===== src/rtl/demux_1xn_param.sv =====
// Parametrised 1-to-N round-robin word demultiplexer.
// Single clock; optional lane-aligned groups, valid packing and flush.
module demux_1xn_param #(
  parameter int DATA_W    = 8,
  parameter int N_LANES   = 2,
  parameter int ALIGN_OUT = 1,
  parameter int PACK_MODE = 0
) (
  input  logic                        clk_4f,
  input  logic                        reset,
  input  logic [DATA_W-1:0]           data_in,
  input  logic                        valid_in,
  input  logic                        flush,
  output logic [N_LANES*DATA_W-1:0]   data_out,
  output logic [N_LANES-1:0]          valid_out,
  output logic                        group_stb,
  output logic [$clog2(N_LANES)-1:0]  slot_idx
);

  localparam int SW = $clog2(N_LANES);
  localparam logic [SW-1:0] LAST = SW'(N_LANES - 1);

  logic [SW-1:0]                    s_q, s_d;
  logic [N_LANES-1:0][DATA_W-1:0]   stg_dat_q, stg_dat_d;
  logic [N_LANES-1:0]               stg_vld_q, stg_vld_d;
  logic [N_LANES-1:0][DATA_W-1:0]   dat_q, dat_d;
  logic [N_LANES-1:0]               vld_q, vld_d;
  logic                             stb_q, stb_d;

  logic adv;
  logic complete;
  logic fill;

  assign adv      = (PACK_MODE == 0) || valid_in;
  assign complete = (s_q == LAST) && adv;

  always_comb begin
    s_d       = s_q;
    stg_dat_d = stg_dat_q;
    stg_vld_d = stg_vld_q;
    dat_d     = dat_q;
    vld_d     = vld_q;
    stb_d     = 1'b0;
    fill      = 1'b0;
    if (ALIGN_OUT != 0) begin
      if (complete) begin
        for (int k = 0; k < N_LANES-1; k++) begin
          dat_d[k] = stg_dat_q[k];
          vld_d[k] = stg_vld_q[k];
        end
        dat_d[N_LANES-1] = data_in;
        vld_d[N_LANES-1] = valid_in;
        stb_d     = 1'b1;
        stg_vld_d = '0;
        s_d       = '0;
      end else if (flush) begin
        s_d = '0;
        // Nothing pending and nothing arriving: leave outputs alone.
        if (s_q != '0 || valid_in) begin
          for (int k = 0; k < N_LANES; k++) begin
            fill = (SW'(k) < s_q && stg_vld_q[k]) ||
                   (SW'(k) == s_q && valid_in);
            vld_d[k] = fill;
            if (!fill)
              dat_d[k] = '0;
            else if (SW'(k) == s_q)
              dat_d[k] = data_in;
            else
              dat_d[k] = stg_dat_q[k];
          end
          stb_d     = 1'b1;
          stg_vld_d = '0;
        end
      end else if (adv) begin
        stg_vld_d[s_q] = valid_in;
        if (valid_in)
          stg_dat_d[s_q] = data_in;
        s_d = s_q + 1'b1;
      end
    end else begin
      if (adv) begin
        vld_d[s_q] = valid_in;
        if (valid_in)
          dat_d[s_q] = data_in;
        s_d = s_q + 1'b1;
      end
      if (flush)
        s_d = '0;
    end
  end

  always_ff @(posedge clk_4f) begin
    if (reset) begin
      s_q       <= '0;
      stg_dat_q <= '0;
      stg_vld_q <= '0;
      dat_q     <= '0;
      vld_q     <= '0;
      stb_q     <= 1'b0;
    end else begin
      s_q       <= s_d;
      stg_dat_q <= stg_dat_d;
      stg_vld_q <= stg_vld_d;
      dat_q     <= dat_d;
      vld_q     <= vld_d;
      stb_q     <= stb_d;
    end
  end

  assign data_out  = dat_q;
  assign valid_out = vld_q;
  assign group_stb = stb_q;
  assign slot_idx  = s_q;

endmodule


===== config.mk =====
export PLATFORM = sky130hd
export DESIGN_NAME = demux_1xn_param
export DESIGN_NICKNAME = d
export VERILOG_FILES = /design/src/rtl/demux_1xn_param.sv
export SDC_FILE = /design/constraint.sdc
export NUM_CORES = 1
export LEC_CHECK = 0
export ABC_CLOCK_PERIOD_IN_PS = 3100
export CAP_MARGIN = 0
export CORE_ASPECT_RATIO = 1.2
export CORE_UTILIZATION = 40
export CTS_CLUSTER_DIAMETER = 50
export DETAILED_ROUTE_END_ITERATION = 8
export PLACE_DENSITY = 0.68
export SYNTH_ARGS = -nofsm -noshare
export SYNTH_HDL_FRONTEND = slang
export SYNTH_SLANG_ARGS = --single-unit

===== constraint.sdc =====
create_clock -name clk_4f -period 3.1 [get_ports clk_4f]
set_input_delay 0.465 -clock clk_4f [delete_from_list [all_inputs] [get_ports clk_4f]]
set_output_delay 0.465 -clock clk_4f [all_outputs]
set_load 0.005 [all_outputs]

# == Yosys cells after proc, flatten, opt, wreduce, memory -nomap -nowiden ==
# Index checks and enable logic that the tools add are counted.
# classes
addsub,1
order_cmp,4
n_eq_ne,1
mux,19
bitwise,2
reduce_logical,14
# op_table
op,count
2-to-1 mux 16 bit,3
2-to-1 mux 8 bit,3
bitwise mux 16 bit,1
2-to-1 mux 2 bit,5
demux 8 bit (select 1 bit),1
logical AND 1 bit,5
2-to-1 mux 1 bit,4
nonzero test 2 bit,2
logical OR 1 bit,3
AND reduction 3 bit,1
OR reduction 3 bit,1
bitwise mux 2 bit,1
"less-than comparator 1 bit, first input constant",2
"less-than comparator 1 x 2 -> 1 bit, second input constant",1
"inequality test 2 x 1 -> 1 bit, second input constant",1
NOT 1 bit,2
AND reduction 2 bit,1
OR reduction 2 bit,1
"adder 1 bit, second input constant",1
demux 1 bit (select 1 bit),1
">= comparator 1 bit, second input constant",1
# totals
regBits,38
input_bits,12
word_cells,49

# == Longest topological paths before layout ==
# depth
word_depth,7
ltp_mapped,4

# == Least setup slack after synthesis ==
# Ideal clock, no wire load.
# synth_timing
kind,input -> register
from,input flush
to,register stg_dat_q[2] in the netlist's numbering
setup_time_ps,132
t_arrival_ps,1056
required_time_ps,2968
slack_ps,1912
cell_stages,4
path_cell_list,or3b_1 > buf_2 > nand2_1 > a21oi_1
# synth_between
elab_chain_cells,2
# synth_rtl
item,line,text
from (decl),13,"input logic flush,"
NOT 1 bit (no line),n/a,
AND reduction 3 bit (no line),n/a,
to (signal assigned),102,stg_dat_q <= stg_dat_d;
to (decl),24,"logic [N_LANES-1:0][DATA_W-1:0] stg_dat_q, stg_dat_d;"
# Every way passes these cells.
# A chain may end at the register's enable or synchronous reset.

# == Worst setup path in the final report ==
# layout_timing
from,register s_q (netlist: slot_idx)
to,output slot_idx
# layout_lines
item,line,text
from (decl),23,"logic [SW-1:0] s_q, s_d;"
from (signal assigned),94,s_q <= '0;
from (signal assigned),101,s_q <= s_d;
to (decl),17,output logic [$clog2(N_LANES)-1:0] slot_idx
# No word-level cell between the ends.

==> impl_results.md <==
* RSZ-0062 raised after global routing: no
* Pleak at 0.548 nW
* Global-route wire length before repair at 4240 µm
* Clock latency on the worst-skew pair at 0.32 ns
* Synth area leader: dfxtp_1
* ANT cells at 0
* Least-Margin Pin Slew at 1.04 ns
* Post-synthesis register bit count at 29
* Worst setup margin at 1.13 ns
* CTS Buf Count at 5
* Min Tclk post-route at 1.97 ns
* Core area at 2790 µm²
* Gpl congestion at 0.761
* CTS root buffer: clkbuf_4
* Sink Count at 29
* CP Cell Sequence: clkdlybuf4s50_1
* WP buf/inv at 1
* Crit end category: output pin
* Io pins at 32
* Fin nets at 175
* Clock transition at path regs at 0.09 ns
* Top cell family by delay on the critical path: flip-flops
* Max VDD drop at 313 µV
* Syn_nets at 147
* CTS tree: done
* Hold Fails Final Rpt at 0
* Area growth from synthesis to layout at 29.7%
* Layout cells sized above 1 at 10.4%
* GRT busiest layer: met2
* DP Worst Slack at 0.914 ns
* # setup viols final at 0
* Power Density at 477 nW/µm²
* Setup slack, reg-to-reg at 1.48 ns
* Final wirelength at 2530 µm
* Met1 Usage GRT at 21.7%
* Fmax at 508 MHz
* R2r startpoint: slot_idx
* Worst Path Required at 2.63 ns
* Distinct cells, synth at 19
* Vias in the first global route at 969
* Hold path endpoint: stg_dat_q[1]
* Dpl hpwl at 1680 µm
* Final hold slack at 0.459 ns
* WL per Instance at 12.8 µm
* Crit start category: flip-flop
* Initial antenna violation count at 0
* Via count at 1,013
* Worst Min Path Start: stg_dat_q[1]
* # DRC at 0
* Max stage delay on crit path at 0.60 ns
* Max Clock Skew at 0.00529 ns
* Met2 Usage GRT at 30.1%
* Largest net degree at the start of global routing at 30
* # port buffers at 31
* Row Count at 21
* Synth Instances at 135
* Crit path DAT at 1.50 ns
* Initial DRT Pass Iterations at 4
* Top cell type's share of synthesized area at 49.2%
* DIE WIDTH at 51.6 µm
* Sequential fraction of the synthesis area at 49.2%
* CP Max Fanout at 15
* Initial Util at 42.4%
* Max-cap viol count at 0
* Fin crit share at 63.5%
* Hold depth at 2
* Slew headroom at 30.3%
* Status: finished, final reports clean
* ANT nets after route at 0
* Clk buf depth at 2
* Post-cts resize count at 0
* Total gr overflow at 0
* Synth top area cells: dfxtp_1 49%, nand2_1 8.3%, a21oi_1 7.6%
* Die Ht at 61.5 µm
* Slowest stage cell, crit path: dfxtp_1
* Grt met3 use at 4.44%
* RR Endpoint: stg_dat_q[0]
* Crit Path Class: flip-flop to output pin
* Die ar. at 3170 µm²
* Cts hold-fix bufs at 0
* Slew Viols, Final at 0
* Iteration-0 DRC Markers at 24
* Worst hold path type: flip-flop to flip-flop
* Synth warn at 0
* # H-tree levels at 2
* Global Route Usage Sum at 18.2%
* Drt via density at 5.12
* Mapped Area at 1180 µm²
* FF-to-FF path depth at 4
* Synthesized area per cell at 8.74 µm²
* Postcts setup bufs at 0
* Final TNS setup at 0 ns
==> layer usage <==
| layer | vias to the layer above | share of wire, % | routed length [µm] |
|---|---|---|---|
| met5 | - | 0 | 0 |
| met4 | 0 | 1.7 | 44 |
| met3 | 4 | 2.8 | 72 |
| met2 | 21 | 48 | 1200 |
| met1 | 469 | 48 | 1210 |
| li1 | 519 | - | - |
==> cell usage after synthesis <==
cell type,number
mux2_2,1
nor2_1,2
nor3b_4,1
nand3b_1,9
clkbuf_1,4
dfxtp_1,29
inv_1,1
or3b_1,1
and3_2,8
a211oi_1,8
buf_4,1
nor3_1,10
a221oi_1,1
buf_2,5
a21oi_1,18
nand2_2,1
buf_6,1
nand2_1,26
nor2b_1,8
==> flip-flops by register name (all words and copies together), names as in the netlist <==
signal	count
group_stb	1
stg_dat_q	8
valid_out	2
slot_idx	1
data_out	16
stg_vld_q	1
==> report_power, final <==
part	leakage [nW]	internal [mW]	switching [mW]	total, mW
clock network	0.0265	0.0902	0.123	0.213
registers	0.238	0.393	0.0124	0.405
logic	0.284	0.0626	0.0483	0.111
total	0.548	0.546	0.184	0.729
==> through the flow <==
step	utilization (%)	total power, mW	cells	cell area [µm²]
after floorplan	-	0.470	135	1180
after global placement	53.2	0.523	190	1480
after detailed placement	53.2	0.525	190	1480
after CTS	54.9	0.737	198	1530
after global routing	54.9	0.766	198	1530
final	54.9	0.729	198	1530
==> cells by family (layout without fill, tap and decap cells) <==
| group | after synthesis | after routing | share of synthesized area [%] |
|---|---|---|---|
| AOI/OAI and AO/OA | 27 | 27 | 13.5 |
| buffers and inverters | 12 | 41 | 5.30 |
| DFF | 29 | 29 | 49.2 |
| muxes | 1 | 1 | 0.954 |
| and+or+nand+nor | 66 | 66 | 31.1 |
==> area by class of cell <==
type / count / area [µm²]
Clock buffer: 8 / 48.8
Fill cell: 287 / 1250
Inverter: 1 / 3.75
Multi-Input combinational cell: 94 / 537
Sequential cell: 29 / 581
Tap cell: 34 / 42.5
Timing Repair Buffer: 32 / 318
==> cell usage in the layout (no fill, tap or decap), drive strengths merged, types with 8 or more instances in the layout <==
cell,instances
dfxtp,29
a211oi,8
nand2,27
nor3,10
nor2b,8
and3,8
clkdlybuf4s50,31
nand3b,9
clkbuf,8
a21oi,18
==> how the worst max path moves through the flow <==
| stage | slack [ns] | end | startpoint | cells past startpoint |
|---|---|---|---|---|
| floorplan | 1.91 | stg_dat_q[2] | flush | 4 |
| global placement | 0.99 | data_out[5] | flush | 4 |
| detailed placement | 0.91 | data_out[5] | flush | 4 |
| CTS | 1.09 | slot_idx | slot_idx | 1 |
| global route | 1.06 | slot_idx | slot_idx | 1 |
| finish | 1.13 | slot_idx | slot_idx | 1 |
(Power assumes the default switching activity.)
